File: src/rtl/welcome_pkg.sv
// rtl/welcome_pkg.sv - shared types and constants for the welcome_arbiter slice
package welcome_pkg;

    typedef enum logic [2:0] {
        ST_IDLE   = 3'b001,
        ST_OWN    = 3'b010,
        ST_SWITCH = 3'b100
    } state_t;

    localparam logic [7:0] ASCII_H = 8'h48;
    localparam logic [7:0] ASCII_E = 8'h65;
    localparam logic [7:0] ASCII_L = 8'h6C;
    localparam logic [7:0] ASCII_O = 8'h6F;

    localparam int DEFAULT_BURST_LEN = 8;
    localparam int DEFAULT_TIMEOUT   = 16;

    // Index width that stays at least one bit for the smallest requester count.
    function automatic int idx_width(input int n);
        return (n <= 2) ? 1 : $clog2(n);
    endfunction

endpackage

File: src/rtl/welcome_arbiter_rr_pick.sv
// rtl/welcome_arbiter_rr_pick.sv - round-robin first-set-bit search from a pointer
module rr_pick #(
    parameter int N_REQ = 4,
    parameter int IW    = 2
) (
    input  logic [N_REQ-1:0] i_req,
    input  logic [IW-1:0]    i_ptr,
    output logic [N_REQ-1:0] o_gnt,
    output logic [IW-1:0]    o_idx,
    output logic             o_any
);

    logic [2*N_REQ-1:0] w_dbl;
    logic [N_REQ-1:0]   w_rot;
    logic [IW:0]        w_sum;

    // Rotating a doubled copy puts the pointer position at bit 0, so the
    // first set bit of w_rot is the winner's distance from the pointer.
    assign w_dbl = {i_req, i_req};
    assign w_rot = N_REQ'(w_dbl >> i_ptr);

    always_comb begin
        o_any = 1'b0;
        o_idx = '0;
        o_gnt = '0;
        w_sum = '0;
        for (int k = 0; k < N_REQ; k++) begin
            if (!o_any && w_rot[k]) begin
                o_any = 1'b1;
                w_sum = {1'b0, i_ptr} + (IW+1)'(k);
                if (w_sum >= (IW+1)'(N_REQ)) begin
                    w_sum = w_sum - (IW+1)'(N_REQ);
                end
                o_idx = w_sum[IW-1:0];
            end
        end
        for (int k = 0; k < N_REQ; k++) begin
            o_gnt[k] = o_any && (o_idx == IW'(k));
        end
    end

endmodule

File: src/rtl/welcome_arbiter.sv
// rtl/welcome_arbiter.sv - round-robin share of one "Hello" detector among byte streams
// Optional idle-grant release is enabled by defining WELCOME_ARB_TIMEOUT_EN.
module welcome_arbiter
    import welcome_pkg::*;
#(
    parameter int N_REQ     = 4,
    parameter int BURST_LEN = DEFAULT_BURST_LEN,
    parameter int TIMEOUT   = DEFAULT_TIMEOUT
) (
    input  logic               clk,
    input  logic               rst,
    input  logic [N_REQ-1:0]   req,
    input  logic [N_REQ-1:0]   src_valid,
    input  logic [8*N_REQ-1:0] src_data,
    output logic [N_REQ-1:0]   gnt,
    output logic [N_REQ-1:0]   ready,
    output logic [7:0]         det_data,
    output logic               det_valid,
    output logic               det_clr,
    input  logic               det_hit,
    output logic [N_REQ-1:0]   hit
);

    localparam int IW = idx_width(N_REQ);
    localparam int CW = $clog2(BURST_LEN + 1);

    state_t           r_state;
    logic [N_REQ-1:0] r_gnt;
    logic [IW-1:0]    r_owner;
    logic [IW-1:0]    r_ptr;
    logic [CW-1:0]    r_count;
    logic [7:0]       r_det_data;
    logic             r_det_valid;
    logic             r_det_clr;
    logic [IW-1:0]    r_det_owner;
    logic [N_REQ-1:0] r_hit;

    logic [N_REQ-1:0] w_pick_gnt;
    logic [IW-1:0]    w_pick_idx;
    logic             w_pick_any;
    logic             w_accept;
    logic             w_owner_req;
    logic [7:0]       w_beat;
    logic [CW-1:0]    w_count_next;
    logic             w_burst_done;
    logic             w_drop;
    logic             w_timeout;
    logic             w_end;
    logic [IW-1:0]    w_ptr_next;
    logic [N_REQ-1:0] w_hit_vec;

    rr_pick #(
        .N_REQ (N_REQ),
        .IW    (IW)
    ) u_rr_pick (
        .i_req (req),
        .i_ptr (r_ptr),
        .o_gnt (w_pick_gnt),
        .o_idx (w_pick_idx),
        .o_any (w_pick_any)
    );

    assign gnt       = r_gnt;
    assign ready     = (r_state == ST_OWN) ? r_gnt : '0;
    assign det_data  = r_det_data;
    assign det_valid = r_det_valid;
    assign det_clr   = r_det_clr;
    assign hit       = r_hit;

    assign w_accept     = |(ready & src_valid);
    assign w_owner_req  = |(r_gnt & req);
    assign w_count_next = r_count + CW'(1);
    assign w_burst_done = w_accept && (w_count_next == CW'(BURST_LEN));
    assign w_drop       = !w_accept && !w_owner_req;
    assign w_end        = w_burst_done || w_drop || w_timeout;
    assign w_ptr_next   = (r_owner == IW'(N_REQ - 1)) ? '0 : r_owner + IW'(1);

    always_comb begin
        w_beat = 8'h00;
        for (int k = 0; k < N_REQ; k++) begin
            if (r_gnt[k]) begin
                w_beat = src_data[8*k +: 8];
            end
        end
    end

    // det_hit qualifies the byte currently on det_data, so route it by that byte's owner.
    always_comb begin
        w_hit_vec = '0;
        for (int k = 0; k < N_REQ; k++) begin
            w_hit_vec[k] = r_det_valid && det_hit && (r_det_owner == IW'(k));
        end
    end

`ifdef WELCOME_ARB_TIMEOUT_EN
    localparam int TW = $clog2(TIMEOUT + 1);

    logic [TW-1:0] r_tmo;

    assign w_timeout = (r_state == ST_OWN) && !w_accept && (r_tmo == TW'(TIMEOUT - 1));

    always_ff @(posedge clk) begin
        if (rst || (r_state != ST_OWN) || w_accept) begin
            r_tmo <= '0;
        end else begin
            r_tmo <= r_tmo + TW'(1);
        end
    end
`else
    logic w_unused_tmo;

    assign w_timeout    = 1'b0;
    assign w_unused_tmo = (TIMEOUT == 0);
`endif

    always_ff @(posedge clk) begin
        if (rst) begin
            r_state     <= ST_IDLE;
            r_gnt       <= '0;
            r_owner     <= '0;
            r_ptr       <= '0;
            r_count     <= '0;
            r_det_data  <= 8'h00;
            r_det_valid <= 1'b0;
            r_det_clr   <= 1'b0;
            r_det_owner <= '0;
            r_hit       <= '0;
        end else begin
            r_hit       <= w_hit_vec;
            r_det_valid <= 1'b0;
            r_det_clr   <= 1'b0;
            unique case (r_state)
                ST_IDLE: begin
                    if (w_pick_any) begin
                        r_gnt   <= w_pick_gnt;
                        r_owner <= w_pick_idx;
                        r_count <= '0;
                        r_state <= ST_OWN;
                    end
                end
                ST_OWN: begin
                    if (w_accept) begin
                        r_det_data  <= w_beat;
                        r_det_valid <= 1'b1;
                        r_det_owner <= r_owner;
                        r_count     <= w_count_next;
                    end
                    // The final byte and the clear leave together; the detector
                    // consumes the byte before honouring the clear.
                    if (w_end) begin
                        r_gnt     <= '0;
                        r_det_clr <= 1'b1;
                        r_state   <= ST_SWITCH;
                    end
                end
                ST_SWITCH: begin
                    r_ptr   <= w_ptr_next;
                    r_state <= ST_IDLE;
                end
                default: begin
                    r_gnt   <= '0;
                    r_state <= ST_IDLE;
                end
            endcase
        end
    end

endmodule

File: config.mk
export PLATFORM = sky130hd
export DESIGN_NAME = welcome_arbiter
export DESIGN_NICKNAME = d
export VERILOG_FILES = /design/src/rtl/welcome_pkg.sv /design/src/rtl/welcome_arbiter_rr_pick.sv /design/src/rtl/welcome_arbiter.sv
export SDC_FILE = /design/constraint.sdc
export NUM_CORES = 1
export LEC_CHECK = 0
export CORE_ASPECT_RATIO = 1.4
export CORE_MARGIN = 3
export CORE_UTILIZATION = 45
export DETAILED_ROUTE_END_ITERATION = 10
export PLACE_DENSITY_LB_ADDON = 0.15
export SLEW_MARGIN = 10
export SYNTH_ARGS = -nofsm -noshare
export SYNTH_HDL_FRONTEND = slang
export SYNTH_HIERARCHICAL = 1
export SYNTH_SLANG_ARGS = --single-unit
File: constraint.sdc
create_clock -name clk -period 2.1 [get_ports clk]
set_input_delay 0.525 -clock clk [delete_from_list [all_inputs] [get_ports clk]]
set_output_delay 0.525 -clock clk [all_outputs]
set_load 0.02 [all_outputs]
==> key figures, run 1 <==
Logic synthesis
  – Yosys cell types: 48
  – Yosys warnings: 6
  – Post-synth top area cell: dfxtp_1
  – Synth Area in XOR/XNOR: 0.960%
  – Post-synthesis mux area share: 2.74%
  – Top cells by area, synth: dfxtp_1, a21oi_1, nand2_1
  – Simple-gate share of the synthesized area: a little over a fifth
  – Register bit total from synthesis: 31
  – Mean area per synthesized cell: 8.01 µm²
  – Compound-Gate Fraction of Synth Area: between 30% and 40%
  – Async S/R FF share, synth: 0%
  – Cells after synthesis: about 230
  – Synth Area in Adders: about 1.4%
  – Post-synthesis sequential area ratio: 34.0%
  – EDFF count, synth: 0
  – Most used DFF post-synth: dfxtp_1
  – Share of the synthesized area in the top cell type: 34.0%
  – Cell area after synthesis: 0.00183 mm²
  – Synthesized net count: 273
  – Largest family of logic cells by synthesized area: compound AO/OA/AOI/OAI gates

Hold path
  – Hold path depth: 1
  – Worst min path class: flip-flop to flip-flop

Layout
  – Layout net count: about 350
  – ANT cells: 0
  – Most common cell after layout, fill and taps aside: clkdlybuf4s50_1
  – Post-route cell area: 0.00267 mm²
  – Commonest non-fill, non-tap cells in the layout: clkdlybuf4s50_1, dfxtp_1, a21oi_1
  – Non-filler cells, final: between 300 and 400
  – Area growth, synth to finish: 46.4%
  – Layout cells sized above 1: 13.9%
  – Filler cell count: 312

Route
  – Routed Wire Length: 4900 µm
  – Met1 WL: between 1500 and 2000 µm
  – Vias: 1,889
  – Starting DRT DRC Count: 78
  – Vias per cell: 5.48
  – Post-route ant nets: 0
  – DRT Pass-1 Iters: 4
  – WL met2: 2530 µm
  – Met3 routed WL: 370 µm
  – DRC viols: 0
  – WL/cell: 14.2 µm
  – Max layer used: met4

Global routing
  – Global route total overflow: 0
  – Gr usage total: a little over a fifth
  – Initial antenna violation count: 0
  – Largest net degree at the start of global routing: 22
  – First-pass GRT wire length: between 7000 and 8000 µm
  – Vias in the first global route: 1,710

Critical path
  – Critical Setup Path Class: flip-flop to primary output
  – Crit path DAT: 1440 ps
  – Crit path capture type: primary output
  – CP Max Fanout: 9
  – WP data required: around 1600 ps
  – CP startpoint: gnt[0]$_SDFFE_PP0P_
  – R2R setup slack: 280 ps
  – FF-to-FF End: gnt[1]$_SDFFE_PP0P_
  – CP Capture Point: gnt[0]
  – Reg2reg start: gnt[3]$_SDFFE_PP0P_
  – Crit start category: flip-flop
  – R2R depth: 5

Floorplanning
  – Die ar.: 0.00487 mm²
  – DIE WIDTH: 59.8 µm
  – Rows: 26
  – Chip height: 81.4 µm
  – Initial Util: 48.4%
  – Core area: 0.00377 mm²
  – Top Ports: 65

Run status
  – Status: finished clean

Placed design
  – Post-place setup slack: -99.3 ps
  – Cell Count Post-Placement: 337
  – Routability Congestion: 0.766
  – DP HPWL: 3710 µm
  – IO Port Bufs: 64
  – Placed Area: between 0.002 and 0.003 mm²

Clocking
  – Clk sinks: 31
  – Clk_lat worst skew: 280 ps
  – CTS hold repair buffers: 0
  – H-Tree Depth: 2
  – CTS tree: done
  – Clock slew at reported path FFs: 60 ps
  – CTS Buffer Depth: 2
  – Clk root buf: clkbuf_8
  – Setup bufs post-CTS: 0
  – Inserted Clock Buffers: 5

Power and ir drop
  – Cell Pwr Density: 554 mW/mm²
  – Worst vdd ir: about 0.00066 V
  – Static Leak: 1.07 nW

Timing
  – Max_slew headroom: between 60 and 70%
  – Clock period minus worst slack: 1960 ps
  – Fmax: 0.510 GHz
  – Slew Limit Fails: 0
  – Final hold violations: 0
  – RSZ-0062 raised after global routing: false
  – Tcrit/Tclk final: 93.4%
  – Worst setup margin: around 140 ps
  – Final Hold Slack: roughly 470 ps
  – Measured slew at the worst slew-check pin: around 560 ps
  – Fin Clk Skew: between 6 and 7 ps
  – Setup-failing EPs final: 0

Run
  – Max-cap viol count: 0
-- cells by family after synthesis --
kind of cell,count (synthesis)
AO/OA/AOI/OAI,81
multiplexers,5
XOR/XNOR,2
flip-flops,31
AND/OR/NAND/NOR,79
buffers and inverters,28
adder cells (fa/ha/maj),2
-- layer usage --
| layer | up-vias | track usage (%) |
|---|---|---|
| met5 | - | 0 |
| li1 | 974 | - |
| met1 | 854 | 23.4 |
| met4 | 0 | 6.87 |
| met2 | 53 | 37.3 |
| met3 | 8 | 5.56 |
-- worst min-delay path by stage --
| stage | start | endpoint | slack [ps] |
|---|---|---|---|
| detailed placement | r_det_owner[0]$_SDFFE_PP0P_ | hit[2]$_SDFF_PP0_ | 460 |
| floorplan | r_det_owner[0]$_SDFFE_PP0P_ | hit[2]$_SDFF_PP0_ | 430 |
| finish | r_det_owner[0]$_SDFFE_PP0P_ | hit[2]$_SDFF_PP0_ | 470 |
| global placement | r_det_owner[1]$_SDFFE_PP0P_ | hit[1]$_SDFF_PP0_ | 460 |
| CTS | r_det_owner[0]$_SDFFE_PP0P_ | hit[2]$_SDFF_PP0_ | 470 |
| global route | det_valid$_SDFF_PP0_ | hit[0]$_SDFF_PP0_ | 500 |
-- worst max-delay path: stages (launching register included) --
cell	delay, ps
dfxtp_1	360
buf_4	180
clkdlybuf4s50_1	610
-- repair_timing --
item | in CTS | in global routing
pin swaps | 0 | 0
setup endpoints to repair | 4 | 1
gates resized for setup | 4 | 1
gates cloned | 0 | 0
-- flip-flops by register name, summed over array words and instances (netlist names) --
| signal | flops |
|---|---|
| det_clr | 1 |
| det_data | 8 |
| det_valid | 1 |
| gnt | 4 |
| hit | 4 |
| r_count | 4 |
| r_det_owner | 2 |
| r_owner | 2 |
| r_ptr | 2 |
| r_state | 3 |
-- power breakdown --
| part | leakage [nW] | switching [mW] | total, mW | internal [mW] |
|---|---|---|---|---|
| Combinational | 0.769 | 0.157 | 0.349 | 0.191 |
| Clock | 0.0515 | 0.209 | 0.508 | 0.299 |
| Sequential | 0.251 | 0.0166 | 0.625 | 0.609 |
| Total | 1.07 | 0.383 | 1.48 | 1.10 |
-- cell usage after synthesis, types with 3 or more instances --
master	instances
buf_6	3
nand2_1	25
nor3_1	9
inv_1	11
a221oi_1	4
and2_1	5
a21oi_1	26
clkbuf_1	8
dfxtp_1	31
o211ai_1	5
o21ai_0	18
a221oi_2	4
a22oi_1	8
nor2_1	24
mux2i_1	5
-- final cells by class --
class	count	area (µm²)	area share [%]
repair buffers	84	788	29.5
multi-input cells	169	1070	40.0
flip-flops and latches	31	621	23.2
inverters	11	41.3	1.54
clock buffers	8	100	3.75
well taps	42	52.6	1.97
-- per-stage QoR --
stage	TNS [ps]	power [mW]	utilization, %
after floorplan	0	0.810	-
after global placement	-353	0.983	68.2
after CTS	0	1.50	70.8
final	0	1.48	70.8
after global routing	0	1.56	70.8
after detailed placement	-377	0.985	68.2
(Power assumes the default switching activity.)
==> run 2: changes to the inputs <==
--- a/config.mk
+++ b/config.mk
@@ -15,3 +15,4 @@
 export SYNTH_HDL_FRONTEND = slang
 export SYNTH_HIERARCHICAL = 1
 export SYNTH_SLANG_ARGS = --single-unit
+export TNS_END_PERCENT = 100
==> results of run 2 <==
Same layout as run 1: the final DEF is identical, and so are final timing and power.
==> run 3: changes to the inputs <==
--- a/config.mk
+++ b/config.mk
@@ -7,10 +7,10 @@
 export LEC_CHECK = 0
 export CORE_ASPECT_RATIO = 1.4
 export CORE_MARGIN = 3
-export CORE_UTILIZATION = 45
+export CORE_UTILIZATION = 46
+export CTS_BUF_LIST = sky130_fd_sc_hd__clkbuf_4 sky130_fd_sc_hd__clkbuf_8
 export DETAILED_ROUTE_END_ITERATION = 10
 export PLACE_DENSITY_LB_ADDON = 0.15
-export SLEW_MARGIN = 10
 export SYNTH_ARGS = -nofsm -noshare
 export SYNTH_HDL_FRONTEND = slang
 export SYNTH_HIERARCHICAL = 1
==> run 3 against run 2 <==
Effect of this change: non-clock buffer count grew 3; sequential share of layout area is essentially flat; clock power shrank 11%; largest power group unchanged; total power shrank 3.6%; global-route usage grew 0.24 points; critical path type is now primary input to flip-flop; design area grew 0.37%.
==> key figures, run 3 (synthesis results as in run 1) <==
Clocking
  – Clk_lat worst skew: 270 ps
  – Inserted Clock Buffers: 5
  – CTS tree: done
  – CTS Buffer Depth: 2
  – Setup bufs post-CTS: 0
  – Clock slew at reported path FFs: 60 ps
  – Clk sinks: 31
  – Clk root buf: clkbuf_8
  – H-Tree Depth: 2

Run status
  – Status: finished clean

Timing
  – Setup-failing EPs final: 0
  – Measured slew at the worst slew-check pin: 435 ps
  – Setup TNS: 0 ps
  – RSZ-0062 raised after global routing: false
  – Fmax: roughly 0.51 GHz
  – Tcrit/Tclk final: 93.0%
  – Fin Clk Skew: 1.83 ps
  – Slew Limit Fails: 0
  – Final hold violations: 0
  – Clock period minus worst slack: 1950 ps
  – Max_slew headroom: 71.0%

Layout
  – ANT cells: 0
  – Commonest non-fill, non-tap cells in the layout: clkdlybuf4s50_1, dfxtp_1, a21oi_1
  – Most common cell after layout, fill and taps aside: clkdlybuf4s50_1
  – Layout cells sized above 1: 15.4%
  – Final Util: between 70% and 80%
  – Post-route cell area: 0.00268 mm²
  – Max reg flops: 8
  – Filler cell count: around 320
  – Layout net count: between 300 and 400
  – Area growth, synth to finish: 46.9%

Hold path
  – Hold path depth: 1
  – Worst min path class: flip-flop to flip-flop

Route
  – WL/cell: 14.0 µm
  – DRT Pass-1 Iters: 4
  – Starting DRT DRC Count: 53
  – DRC viols: 0
  – Routed Wire Length: approximately 4900 µm
  – Post-route ant nets: 0
  – Vias: 1,892
  – Vias per cell: 5.44

Critical path
  – WP data required: 2300 ps
  – Crit path capture type: flip-flop
  – Crit path DAT: 2150 ps
  – CP Max Fanout: 4
  – Crit start category: primary input
  – Critical Setup Path Class: primary input to flip-flop
  – R2R depth: 5

Global routing
  – First-pass GRT wire length: 7830 µm
  – Vias in the first global route: 1,797
  – Global route total overflow: 0
  – Largest net degree at the start of global routing: 19
  – Gr usage total: roughly a fifth
  – Initial antenna violation count: 0

Placed design
  – Routability Congestion: 0.853
  – DP HPWL: 3830 µm
  – Placed Area: 0.00260 mm²
  – IO Port Bufs: 64

Floorplanning
  – Chip height: between 80 and 90 µm
  – Rows: 26
  – Initial Util: 48.8%
  – Top Ports: 65
  – Core area: 0.00374 mm²
  – DIE WIDTH: 59.2 µm
  – Die ar.: 0.00477 mm²

Run
  – Max-cap viol count: 0

Power and ir drop
  – Final Power: roughly 1.4 mW
  – Cell Pwr Density: around 530 mW/mm²
  – Static Leak: ~1.1 nW
  – Worst vdd ir: approximately 0.00064 V
[run 3: cell count changes in the layout (fill, tap and decap cells not counted)]
cell,previous run,this run
clkbuf_4,0,2
buf_4,20,23
dfxtp_2,0,1
clkinv_2,0,1
clkbuf_8,7,5
clkdlybuf4s50_1,59,60
dlymetal6s2s_1,1,0
clkbuf_1,1,0
dfxtp_1,31,30
[run 3: layer usage]
layer / global-route usage (%) / part of all wire, %
met2: 37.1 / 50
met4: 8.84 / 1.9
met5: 0 / 0
met3: 4.82 / 5.8
met1: 23.7 / 42
[run 3: critical path, cell delays in order]
cell	delay, ps
clkdlybuf4s50_1	420
nor2_1	150
nand2_1	90
or3b_2	450
a211oi_2	300
a22oi_1	120
o21ai_0	90
[run 3: where the power goes]
part	total, mW	internal, mW	switching (mW)
registers	0.630	0.609	0.0215
logic	0.348	0.194	0.153
clock network	0.450	0.257	0.193
[run 3: what timing repair did]
action	CTS	global route
pin swaps	0	0
hold buffers	0	0
resized for setup	4	1
cloned	0	0
endpoints found under the setup margin	4	1
[run 3: path summary, 6_finish.rpt]
kind,startpoint,end,slack (ps)
hold / removal,r_det_owner[0]$_SDFFE_PP0P_,hit[2]$_SDFF_PP0_,470
hold reg to reg,r_det_owner[0]$_SDFFE_PP0P_,hit[2]$_SDFF_PP0_,470
setup / recovery,req[0],gnt[2]$_SDFFE_PP0P_,150
setup reg to reg,gnt[2]$_SDFFE_PP0P_,gnt[1]$_SDFFE_PP0P_,330
[run 3: through the flow]
stage	std cells	hold WS, ps	setup WS [ps]
after CTS	348	471	50.8
after global routing	348	503	0.894
after global placement	340	465	-69.7
after detailed placement	340	456	-119
after floorplan	228	434	187
final	348	469	146
[run 3: area by class of cell]
class / instances / area [µm²] / share of cell area [%]
inverter: 11 / 41.3 / 1.54
multi-input combinational: 169 / 1070 / 39.9
sequential: 31 / 622 / 23.2
clock buffer: 7 / 83.8 / 3.13
timing repair buffer: 87 / 808 / 30.1
clock inverter: 1 / 5.00 / 0.187
tap: 42 / 52.6 / 1.96
